### config.mk
export PLATFORM = sky130hd
export DESIGN_NAME = mem_port_arbiter
export DESIGN_NICKNAME = d
export VERILOG_FILES = /design/src/rtl/mem_port_arbiter.sv
export SDC_FILE = /design/constraint.sdc
export NUM_CORES = 1
export LEC_CHECK = 0
export CAP_MARGIN = 20
export CORE_UTILIZATION = 47
export DETAILED_ROUTE_END_ITERATION = 12
export PLACE_DENSITY_LB_ADDON = 0.25
export SKIP_LAST_GASP = 1
export SLEW_MARGIN = 20
export SYNTH_ARGS = -nofsm -noshare
export SYNTH_HDL_FRONTEND = slang
export SYNTH_SLANG_ARGS = --single-unit
### constraint.sdc
create_clock -name clk -period 11.05 [get_ports clk]
set_input_delay 2.21 -clock clk [delete_from_list [all_inputs] [get_ports clk]]
set_output_delay 2.21 -clock clk [all_outputs]
set_load 0.1 [all_outputs]
### src/rtl/mem_port_arbiter.sv
// ============================================================================
// Module      : mem_port_arbiter
// Description : Arbitrates fetch (port 0) and load/store (port 1) onto one
//               unified memory port with a registered read latency.
//               Optional counters are enabled by defining MEM_ARB_PERF_EN.
// Revision    : 1.0 - initial release
// ============================================================================
`default_nettype none

module mem_port_arbiter #(
    parameter int ADDR_W       = 32,
    parameter int DATA_W       = 32,
    parameter int READ_LATENCY = 1,
    parameter int STARVE_LIMIT = 4
) (
    input  logic              clk,
    input  logic              rst,
    input  logic              if_valid,
    output logic              if_ready,
    input  logic [ADDR_W-1:0] if_addr,
    output logic              if_rvalid,
    output logic [DATA_W-1:0] if_rdata,
    input  logic              d_valid,
    output logic              d_ready,
    input  logic              d_write,
    input  logic [2:0]        d_funct3,
    input  logic [ADDR_W-1:0] d_addr,
    input  logic [DATA_W-1:0] d_wdata,
    output logic              d_rvalid,
    output logic [DATA_W-1:0] d_rdata,
    output logic              mem_write_mem,
    output logic [2:0]        mem_funct3,
    output logic [ADDR_W-1:0] mem_write_address,
    output logic [DATA_W-1:0] mem_write_data,
    output logic [ADDR_W-1:0] mem_read_address,
    input  logic [DATA_W-1:0] mem_read_data,
    output logic              busy
`ifdef MEM_ARB_PERF_EN
    ,
    output logic [31:0]       perf_if_stall,
    output logic [31:0]       perf_d_stall,
    output logic [31:0]       perf_forced
`endif
);

    localparam int          SC_W        = $clog2(STARVE_LIMIT + 1);
    localparam logic [2:0]  FUNCT3_WORD = 3'b010;
    localparam logic [1:0]  LAT_LOAD    = 2'(READ_LATENCY - 1);
    localparam logic [SC_W-1:0] STARVE_MAX = SC_W'(STARVE_LIMIT);

    typedef enum logic [1:0] {
        S_IDLE  = 2'd0,
        S_ISSUE = 2'd1,
        S_WAIT  = 2'd2
    } state_t;

    state_t            state, state_nx;
    logic              owner_data, owner_data_nx;
    logic              is_write, is_write_nx;
    logic [1:0]        lat_cnt, lat_cnt_nx;
    logic [SC_W-1:0]   starve_cnt, starve_cnt_nx;

    logic              if_rvalid_nx, d_rvalid_nx, mem_write_mem_nx;
    logic [DATA_W-1:0] if_rdata_nx, d_rdata_nx, mem_write_data_nx;
    logic [2:0]        mem_funct3_nx;
    logic [ADDR_W-1:0] mem_write_address_nx, mem_read_address_nx;

    logic              starved;
    logic              grant_if;
    logic              grant_d;

    // Data normally wins a tie; a starved fetch overrides it.
    assign starved  = (starve_cnt == STARVE_MAX);
    assign grant_if = (state == S_IDLE) && if_valid && (!d_valid || starved);
    assign grant_d  = (state == S_IDLE) && d_valid && !grant_if;
    assign if_ready = grant_if;
    assign d_ready  = grant_d;
    assign busy     = (state != S_IDLE);

    always_ff @(posedge clk or posedge rst) begin
        if (rst) begin
            state             <= S_IDLE;
            owner_data        <= 1'b0;
            is_write          <= 1'b0;
            lat_cnt           <= '0;
            starve_cnt        <= '0;
            if_rvalid         <= 1'b0;
            if_rdata          <= '0;
            d_rvalid          <= 1'b0;
            d_rdata           <= '0;
            mem_write_mem     <= 1'b0;
            mem_funct3        <= FUNCT3_WORD;
            mem_write_address <= '0;
            mem_write_data    <= '0;
            mem_read_address  <= '0;
        end else begin
            state             <= state_nx;
            owner_data        <= owner_data_nx;
            is_write          <= is_write_nx;
            lat_cnt           <= lat_cnt_nx;
            starve_cnt        <= starve_cnt_nx;
            if_rvalid         <= if_rvalid_nx;
            if_rdata          <= if_rdata_nx;
            d_rvalid          <= d_rvalid_nx;
            d_rdata           <= d_rdata_nx;
            mem_write_mem     <= mem_write_mem_nx;
            mem_funct3        <= mem_funct3_nx;
            mem_write_address <= mem_write_address_nx;
            mem_write_data    <= mem_write_data_nx;
            mem_read_address  <= mem_read_address_nx;
        end
    end

    always_comb begin
        state_nx             = state;
        owner_data_nx        = owner_data;
        is_write_nx          = is_write;
        lat_cnt_nx           = lat_cnt;
        starve_cnt_nx        = starve_cnt;
        if_rvalid_nx         = 1'b0;
        if_rdata_nx          = if_rdata;
        d_rvalid_nx          = 1'b0;
        d_rdata_nx           = d_rdata;
        mem_write_mem_nx     = mem_write_mem;
        mem_funct3_nx        = mem_funct3;
        mem_write_address_nx = mem_write_address;
        mem_write_data_nx    = mem_write_data;
        mem_read_address_nx  = mem_read_address;

        if (grant_if) begin
            starve_cnt_nx = '0;
        end else if ((state == S_IDLE) && if_valid && !starved) begin
            starve_cnt_nx = starve_cnt + SC_W'(1);
        end

        case (state)
            S_IDLE: begin
                if (grant_if) begin
                    owner_data_nx       = 1'b0;
                    is_write_nx         = 1'b0;
                    mem_funct3_nx       = FUNCT3_WORD;
                    mem_read_address_nx = if_addr;
                    state_nx            = S_ISSUE;
                end else if (grant_d) begin
                    owner_data_nx = 1'b1;
                    is_write_nx   = d_write;
                    mem_funct3_nx = d_funct3;
                    if (d_write) begin
                        mem_write_mem_nx     = 1'b1;
                        mem_write_address_nx = d_addr;
                        mem_write_data_nx    = d_wdata;
                    end else begin
                        mem_read_address_nx = d_addr;
                    end
                    state_nx = S_ISSUE;
                end
            end
            S_ISSUE: begin
                if (is_write) begin
                    // The memory commits the write on this edge; ack at once.
                    mem_write_mem_nx     = 1'b0;
                    mem_write_address_nx = '0;
                    d_rvalid_nx          = 1'b1;
                    d_rdata_nx           = '0;
                    state_nx             = S_IDLE;
                end else begin
                    lat_cnt_nx = LAT_LOAD;
                    state_nx   = S_WAIT;
                end
            end
            S_WAIT: begin
                if (lat_cnt == 2'd0) begin
                    if (owner_data) begin
                        d_rvalid_nx = 1'b1;
                        d_rdata_nx  = mem_read_data;
                    end else begin
                        if_rvalid_nx = 1'b1;
                        if_rdata_nx  = mem_read_data;
                    end
                    state_nx = S_IDLE;
                end else begin
                    lat_cnt_nx = lat_cnt - 2'd1;
                end
            end
            default: begin
                state_nx = S_IDLE;
            end
        endcase
    end

`ifdef MEM_ARB_PERF_EN
    always_ff @(posedge clk or posedge rst) begin
        if (rst) begin
            perf_if_stall <= '0;
            perf_d_stall  <= '0;
            perf_forced   <= '0;
        end else begin
            if (if_valid && !if_ready) perf_if_stall <= perf_if_stall + 32'd1;
            if (d_valid && !d_ready)   perf_d_stall  <= perf_d_stall + 32'd1;
            // A fetch grant with data also valid can only come from starvation.
            if (grant_if && d_valid)   perf_forced   <= perf_forced + 32'd1;
        end
    end
`endif

endmodule

`default_nettype wire

* Word-level counts from Yosys, hierarchy flattened
Index checks and enable logic that the tools add are counted.
** Word-level totals
- Bits in registers :: 175
- Output and inout bits :: 169
** Cells by class
- $add $sub $neg :: 2
- Eq/ne operators :: 13
- Multiplexer cells :: 39
- Bitwise logic cells :: 2
- Reductions and logical operators :: 24
** Operators by type and width (number)
- two-way mux 32 bit :: 9
- case mux 32 bit (2 select lines) :: 2
- != test 2 bit, second input constant :: 8
- two-way mux 1 bit :: 14
- two-way mux 2 bit :: 6
- two-way mux 3 bit :: 4
- nonzero test 2 bit :: 5
- AND reduction 3 bit :: 3
- AND reduction 4 bit :: 2
- case mux 2 bit (3 select lines) :: 1
- logical AND 1 bit :: 5
- AND reduction 5 bit :: 1
- logical NOT 2 bit :: 2
- case mux 1 bit (2 select lines) :: 2
- case mux 2 bit (2 select lines) :: 1
- AND reduction 2 bit :: 2
- adder 3 x 1 -> 3 bit, second input constant :: 1
- == test 3 bit, second input constant :: 1
- logical NOT 1 bit :: 3
- != test 3 bit, second input constant :: 1
- == test 2 x 1 -> 1 bit, second input constant :: 1
- == test 2 bit, second input constant :: 1
- != test 2 x 1 -> 1 bit, second input constant :: 1
- NOT 1 bit :: 2
- other kinds (2) :: 2

* Depth between registers and ports, before layout
Gate-level depths: netlist of run 1.
- Word-level depth :: 8
- Gate-level depth with buffers :: 9
- Gate-level depth less buffers :: 6

* Worst setup path after synthesis of run 1
OpenSTA, ideal clock, no wires.
- Path kind :: input to output
- Start point :: input port if_valid
- End point :: output port d_ready
- Data arrival time :: 3931 ps
- Data required time :: 8840 ps
- Path slack :: 4909 ps
- Stages :: 3
- Buffers on the path :: 1
- Cells stage by stage :: clkbuf_2 nand3_1 nor2b_1
** On the way
- Word-level cells in the longest chain between the ends :: 4
** Ends and longest elaborated chain
- start: declaration :: RTL line 18 : input logic if_valid,
- logical AND 1 bit (2 in series) :: RTL line 74 : assign grant_if = (state == S_IDLE) && if_valid && (!d_valid || starved);
- logical NOT 1 bit :: RTL line 75 : assign grant_d = (state == S_IDLE) && d_valid && !grant_if;
- logical AND 1 bit :: RTL line 75
- end: declaration :: RTL line 24 : output logic d_ready,
Every way passes these cells.

* Final worst setup path of run 1
- Start point :: input port if_valid
- End point :: output port if_ready
** On the way
- Word-level cells in the longest chain between the ends :: 2
** Ends and longest elaborated chain
- logical AND 1 bit (2 in series) :: RTL line 74
- end: declaration :: RTL line 19 : output logic if_ready,
Every way passes these cells.

==> impl_metrics.json, run 1 <==
{
  "drc": 0,
  "multiInputGateArea_sq_um": 2830,
  "wl_per_cell_um": 16.9,
  "firstDrtPassIters": 5,
  "status": "completed",
  "synth_ff_type": "dfrtp_1",
  "synth-seq-cells": 175,
  "critPathArrivalTime_ps": 5170,
  "seq_area_frac_synth": 0.578,
  "fill_cells": 1152,
  "vias": 5822,
  "clkTransAtPathRegs_ps": 60,
  "layout_commonest_cell": "clkdlybuf4s50_1",
  "crit_path_end_kind": "primary output",
  "setup_viol": 0,
  "place_congestion": 0.793,
  "syn2layout_area_growth_pct": 49.3,
  "finClkSkew_ps": 10.9,
  "criticalPathCategory": "in2out",
  "grt_pass1_wl_um": 30500,
  "min_period_over_period": 0.668,
  "numCtsBuffers": 17,
  "cap_violations": 0,
  "cts_setup_buffers": 0,
  "fin_nets": 1082,
  "syn_inst": 647,
  "core_area_sq_um": 15800,
  "final_cell_mix": "304 x clkdlybuf4s50_1, 174 x dfrtp_1, 143 x nand2_1",
  "hpwl_um": 13600,
  "cts_num_sinks": 175,
  "clock-root-buffer": "clkbuf_16",
  "avgSynthCellArea_sq_um": 11.7,
  "grt_start_max_net_pins": 118,
  "crit_fanout": 32,
  "async_flop_share": 1.00,
  "slew_viol_final": 0,
  "synth_cell_types": 33,
  "hold_violations": 0,
  "tritoncts": "built",
  "drt_wl_total_um": 19700,
  "synth_nets": 790,
  "detail-route-antenna-nets": 0,
  "startpoint_type": "input port",
  "hp-class": "reg2reg",
  "num_io_pins": 305,
  "cts_max_level": 4,
  "cts.repair.resized": 0,
  "layout-drive-gt1-share": 0.142,
  "antenna_found_initial": 0,
  "tightest_slew_ps": 1110,
  "period_needed_ps": 7380,
  "cts_buffer_depth": 2,
  "fin_util": 0.715,
  "yosysWarningCount": 0,
  "die_h_um": 129,
  "required_ps": 8840,
  "drt_first_iter_violations": 226,
  "cts_hold_buf": 0,
  "grt_setup_unrepaired": "no",
  "totalNegativeSetupSlack_ps": 0,
  "row_count": 46,
  "relSlewSlack": 0.260,
  "antenna_cells": 0,
  "grt_overflow": 0,
  "viasPerCell": 4.99,
  "die_area_sq_um": 16700,
  "initial_core_util": 0.479,
  "synthesis.area_sq_um": 7580,
  "clk_latency_ps": 420,
  "grt_util_all_layers": 0.241,
  "synth_edf_count": 0,
  "regArea_sq_um": 4380,
  "max_freq_ghz": 0.135,
  "grt_pass1_vias": 5918,
  "io_buffer_count": 304,
  "die_w_um": 129
}
==> final cells by class <==
| type | instances | share of cell area |
|---|---|---|
| timing repair buffer | 313 | 0.275 |
| sequential | 175 | 0.387 |
| tap | 216 | 0.0239 |
| multi-input combinational | 389 | 0.250 |
| clock inverter | 8 | 0.00729 |
| inverter | 43 | 0.0149 |
| clock buffer | 23 | 0.0422 |
==> stage by stage <==
stage	area, sq um	setup slack (ps)	hold WS [ps]	instances
2_1_floorplan	7580	4100	470	647
3_3_place_gp	10800	3680	456	1136
3_5_place_dp	10800	3660	462	1136
4_1_cts	11300	3630	478	1167
5_1_grt	11300	3480	501	1167
6_report	11300	3670	476	1167
==> logic make-up after synthesis <==
logic type | count (synthesis) | share of synthesized area
and+or+nand+nor | 224 | 0.135
DFF | 175 | 0.578
muxes | 105 | 0.164
buffers and inverters | 83 | 0.0503
AOI/OAI and AO/OA | 53 | 0.0620
adders and majority gates | 7 | 0.0115
==> sequential cells by signal (all words and copies together), names as in the netlist, 2 cells and up <==
register	cells
d_rdata	32
if_rdata	32
lat_cnt	2
mem_funct3	3
mem_read_address	32
mem_write_address	32
mem_write_data	32
starve_cnt	3
state	2
==> metal layers <==
layer  vias up  part of all wire  GRT usage
met3        46             0.073     0.0710
met5         -                 0          0
li1       2736                 -          -
met2       230              0.49      0.398
met4         0             0.036      0.120
met1      2810              0.41      0.289
==> final timing paths <==
check / start / to / slack, ps / depth (start not counted)
setup / recovery: if_valid / if_ready / 3670 / 4
hold / removal: if_rdata[20] / if_rdata[20] / 480 / 2
setup reg to reg: state[0] / mem_write_address[29] / 7800 / 7
hold reg to reg: if_rdata[20] / if_rdata[20] / 480 / 2
max in group asynchronous: rst / d_rdata[27] / 7380 / 3
min in group asynchronous: rst / if_rdata[28] / 2350 / 2
==> critical path, stage by stage <==
cell and delay, ps:
clkdlybuf4s50_1 610, nand2_1 590, nor2_4 540, clkdlybuf4s50_1 1210
==> Yosys cell counts (2+ instances only) <==
library cell / instances / share of area
a21oi_1: 10 / 0.0066
a22o_1: 3 / 0.0035
buf_1: 2 / 0.00099
buf_12: 3 / 0.0079
buf_2: 10 / 0.0066
clkbuf_1: 23 / 0.011
dfrtp_1: 174 / 0.57
ha_1: 7 / 0.012
inv_1: 43 / 0.021
mux2_2: 36 / 0.053
mux2_4: 29 / 0.057
mux2i_1: 40 / 0.053
nand2_1: 143 / 0.071
nand2b_1: 2 / 0.0016
nand3_1: 5 / 0.0033
nand3b_1: 2 / 0.0020
nor2_1: 9 / 0.0045
nor2b_1: 35 / 0.029
o21ai_0: 8 / 0.0053
o221a_2: 26 / 0.039
or3_1: 25 / 0.021
Power of run 1 is not shown: default switching activity piles up to over one toggle a cycle in this logic, so the estimate is an artifact.
==> run 2: changes to the inputs <==
--- a/config.mk
+++ b/config.mk
@@ -6,7 +6,7 @@
 export NUM_CORES = 1
 export LEC_CHECK = 0
 export CAP_MARGIN = 20
-export CORE_UTILIZATION = 47
+export CORE_UTILIZATION = 44
 export DETAILED_ROUTE_END_ITERATION = 12
 export PLACE_DENSITY_LB_ADDON = 0.25
 export SKIP_LAST_GASP = 1
==> constraint.sdc (replaced) <==
create_clock -name clk -period 7.55 [get_ports clk]
set_input_delay 1.51 -clock clk [delete_from_list [all_inputs] [get_ports clk]]
set_output_delay 1.51 -clock clk [all_outputs]
set_load 0.1 [all_outputs]
==> impl_metrics.json, run 2 (same netlist as run 1, synthesis figures left out) <==
{
  "status": "completed",
  "row_count": 47,
  "ff2ff_path_depth": 7,
  "firstDrtPassIters": 5,
  "cts_buffer_depth": 2,
  "initial_core_util": 0.454,
  "clkTransAtPathRegs_ps": 60,
  "antenna_cells": 0,
  "io_buffer_count": 304,
  "cts.repair.resized": 0,
  "worstHoldStart": "if_rdata[21]",
  "cts_hold_buf": 0,
  "core_area_sq_um": 16700,
  "die_area_sq_um": 17800,
  "detail-route-antenna-nets": 0,
  "wl_per_cell_um": 16.9,
  "final_cell_mix": "304 x clkdlybuf4s50_1, 174 x dfrtp_1, 143 x nand2_1",
  "clock-root-buffer": "clkbuf_16",
  "die_w_um": 133,
  "numCtsBuffers": 17,
  "clk_latency_ps": 420,
  "viasPerCell": 4.99,
  "critPathArrivalTime_ps": 4100,
  "hpwl_um": 13600,
  "grt_util_all_layers": 0.230,
  "num_io_pins": 305,
  "tritoncts": "built",
  "cts_num_sinks": 175,
  "grt_pass1_wl_um": 31700,
  "min_period_over_period": 0.743,
  "grt_overflow": 0,
  "place_congestion": 0.823,
  "crit_fanout": 32,
  "setup_viol": 0,
  "hp-class": "reg2reg",
  "relSlewSlack": 0.256,
  "die_h_um": 133,
  "worstHoldPathCells": 2,
  "whs_endpoint": "if_rdata[21]",
  "crit_path_end_kind": "primary output",
  "tightest_slew_ps": 1120,
  "cap_violations": 0,
  "layout_commonest_cell": "clkdlybuf4s50_1",
  "slew_viol_final": 0,
  "drc": 0,
  "antenna_found_initial": 0,
  "drt_first_iter_violations": 281,
  "grt_setup_unrepaired": "no",
  "finClkSkew_ps": 11.7,
  "criticalPathCategory": "in2out",
  "period_needed_ps": 5610,
  "fin_nets": 1082,
  "r2r-start": "state[1]",
  "required_ps": 6040,
  "hold_violations": 0,
  "totalNegativeSetupSlack_ps": 0,
  "grt_pass1_vias": 6050,
  "drt_wl_total_um": 19800,
  "regToRegSetupSlack_ps": 4510,
  "syn2layout_area_growth_pct": 49.9,
  "grt_start_max_net_pins": 68,
  "vias": 5852,
  "cts_max_level": 4,
  "cts_setup_buffers": 0,
  "layout-drive-gt1-share": 0.147,
  "startpoint_type": "input port",
  "max_freq_ghz": 0.178,
  "rr_endpoint": "mem_write_address[28]"
}
==> run 2: cell count changes in the layout (fill, tap and decap cells not counted) <==
cell,change
clkinv_4,-1
clkinv_1,+1
nand2b_2,+1
clkinvlp_4,+2
clkinv_2,-1
clkbuf_8,-1
bufinv_16,+1
inv_6,+4
inv_1,-1
clkbuf_1,-3
nand2b_1,-1
==> run 2: layer usage <==
metal  global-route usage  part of all wire
met1                0.284              0.43
met2                0.379              0.48
met3               0.0632             0.062
met4               0.0985             0.026
met5                    0                 0
==> run 2: worst max path at each step <==
| stage | from | to | slack [ps] | cells past startpoint |
|---|---|---|---|---|
| 2_1_floorplan | rst | d_rdata[0] | 1300 | 1 |
| 3_3_place_gp | d_valid | if_ready | 2020 | 4 |
| 3_5_place_dp | d_valid | if_ready | 1920 | 4 |
| 4_1_cts | d_valid | if_ready | 1910 | 4 |
| 5_1_grt | d_valid | if_ready | 1830 | 4 |
| 6_report | d_valid | if_ready | 1940 | 4 |
==> run 2: final cells by class <==
class | count | area, sq um
fillers | 1293 | 5330
inverters | 43 | 166
clock inverters | 13 | 151
repair buffers | 313 | 3110
clock buffers | 19 | 453
flip-flops and latches | 175 | 4380
multi-input cells | 389 | 2830
well taps | 220 | 275
==> run 2: critical path, stage by stage <==
cell	delay [ps]
clkdlybuf4s50_1	630
a21boi_4	720
nor2_4	210
clkdlybuf4s50_1	1020
==> run 2: per-stage QoR <==
step	util	worst slack, ps	area [sq um]	hold WS [ps]	std cells
final	0.681	1940	11400	475	1172
after global placement	0.644	2020	10800	456	1140
after global routing	0.681	1830	11400	502	1172
after detailed placement	0.644	1920	10800	461	1140
after CTS	0.681	1910	11400	477	1172
after floorplan	-	1300	7580	470	647
Power of run 2 is left out for the same reason.
==> run 3: changes to the inputs <==
==> constraint.sdc (replaced) <==
create_clock -name clk -period 5.83 [get_ports clk]
set_input_delay 1.166 -clock clk [delete_from_list [all_inputs] [get_ports clk]]
set_output_delay 1.166 -clock clk [all_outputs]
set_load 0.1 [all_outputs]
==> impl_metrics.json, run 3 (same netlist as run 1, synthesis figures left out) <==
{
  "io_buffer_count": 304,
  "cts_num_sinks": 175,
  "clock-root-buffer": "clkbuf_16",
  "startpoint_type": "input port",
  "regToRegSetupSlack_ps": 2750,
  "hpwl_um": 13600,
  "worst_path_largest_cell_delay_ps": 1220,
  "grt_pass1_wl_um": 32000,
  "grt_setup_unrepaired": "no",
  "ff2ff_path_depth": 8,
  "cp-endpoint": "d_ready",
  "tightest_slew_ps": 1120,
  "relSlewSlack": 0.250,
  "hold_violations": 0,
  "setup_ws_ps": 1240,
  "status": "completed",
  "r2r-start": "state[1]",
  "cp_cell_sequence": "clkdlybuf4s50_1, nand2_1, nor2b_1, clkdlybuf4s50_1",
  "core_area_sq_um": 16700,
  "initial_core_util": 0.454,
  "place_congestion": 0.800,
  "grt_pass1_vias": 6030,
  "fin_nets": 1084,
  "die_area_sq_um": 17800,
  "num_io_pins": 305,
  "antenna_found_initial": 0,
  "layout-drive-gt1-share": 0.148,
  "firstDrtPassIters": 4,
  "grt_util_all_layers": 0.231,
  "drc": 0,
  "numCtsBuffers": 17,
  "row_count": 47,
  "detail-route-antenna-nets": 0,
  "wl_per_cell_um": 16.9,
  "cpMaxStageDelayCell": "clkdlybuf4s50_1",
  "required_ps": 4660,
  "period_needed_ps": 4590,
  "grt_start_max_net_pins": 176,
  "fill_cells": 1305,
  "tritoncts": "built",
  "crit_path_end_kind": "primary output",
  "critPathMostFrequentCell": "clkdlybuf4s50_1",
  "grt_overflow": 0,
  "drt_first_iter_violations": 307,
  "dp_slack_ps": 1250,
  "dp.cells": 1142,
  "max_freq_ghz": 0.218,
  "criticalPathCategory": "in2out",
  "critPathArrivalTime_ps": 3430,
  "cap_violations": 0,
  "clkTransAtPathRegs_ps": 60,
  "antenna_cells": 0,
  "final_cell_mix": "303 x clkdlybuf4s50_1, 174 x dfrtp_1, 143 x nand2_1",
  "cts_hold_buf": 0,
  "totalNegativeSetupSlack_ps": 0,
  "vias": 5738,
  "cts_setup_buffers": 0,
  "finClkSkew_ps": 9.81,
  "die_w_um": 133,
  "drt_wl_total_um": 19800,
  "viasPerCell": 4.89,
  "hp-class": "reg2reg",
  "worstSetupStartpoint": "d_valid",
  "cts.repair.resized": 0,
  "rr_endpoint": "mem_write_address[24]",
  "syn2layout_area_growth_pct": 50.3,
  "layout_commonest_cell": "clkdlybuf4s50_1",
  "clk_latency_ps": 420,
  "path_depth": 4,
  "crit_fanout": 8,
  "cts_max_level": 4,
  "min_period_over_period": 0.788,
  "cp_num_buf_inv": 2,
  "cts_buffer_depth": 2,
  "die_h_um": 133,
  "cp_top_family": "buffers and inverters",
  "setup_viol": 0,
  "slew_viol_final": 0,
  "final_cells": 1174
}
-- run 3: cell type report --
class / instances / area [sq um] / area share
flip-flops and latches: 175 / 4380 / 0.384
well taps: 220 / 275 / 0.0241
clock buffers: 19 / 443 / 0.0388
multi-input cells: 389 / 2830 / 0.248
inverters: 43 / 165 / 0.0145
repair buffers: 315 / 3160 / 0.277
clock inverters: 13 / 153 / 0.0134
-- run 3: metrics by stage --
| step | hold slack [ps] | area [sq um] | util |
|---|---|---|---|
| finish | 470 | 11400 | 0.683 |
| global route | 498 | 11400 | 0.683 |
| CTS | 478 | 11400 | 0.683 |
| detailed placement | 462 | 10800 | 0.647 |
| global placement | 457 | 10800 | 0.645 |
| floorplan | 470 | 7590 | - |
-- run 3: worst min path at each step --
| stage | start | end | slack (ps) | depth (start not counted) |
|---|---|---|---|---|
| after floorplan | is_write | is_write | 470 | 2 |
| after global placement | if_rdata[19] | if_rdata[19] | 460 | 2 |
| after detailed placement | if_rdata[24] | if_rdata[24] | 460 | 2 |
| after CTS | if_rdata[24] | if_rdata[24] | 480 | 2 |
| after global routing | if_rdata[21] | if_rdata[21] | 500 | 2 |
| final | if_rdata[21] | if_rdata[21] | 470 | 2 |
-- run 3: per-layer routing --
metal | vias up | track usage | routed length (um) | share of wire
met4 | 0 | 0.0884 | 419 | 0.021
li1 | 2741 | - | - | -
met1 | 2771 | 0.294 | 8530 | 0.43
met3 | 27 | 0.0601 | 1280 | 0.065
met2 | 199 | 0.379 | 9600 | 0.48
met5 | - | 0 | 0 | 0
-- run 3: tightest hold or removal path, cell delays in order (launching register included) --
cell and delay (ps):
dfrtp_1 340, nand2_1 50, nand2_1 50
Power of run 3 is left out for the same reason.
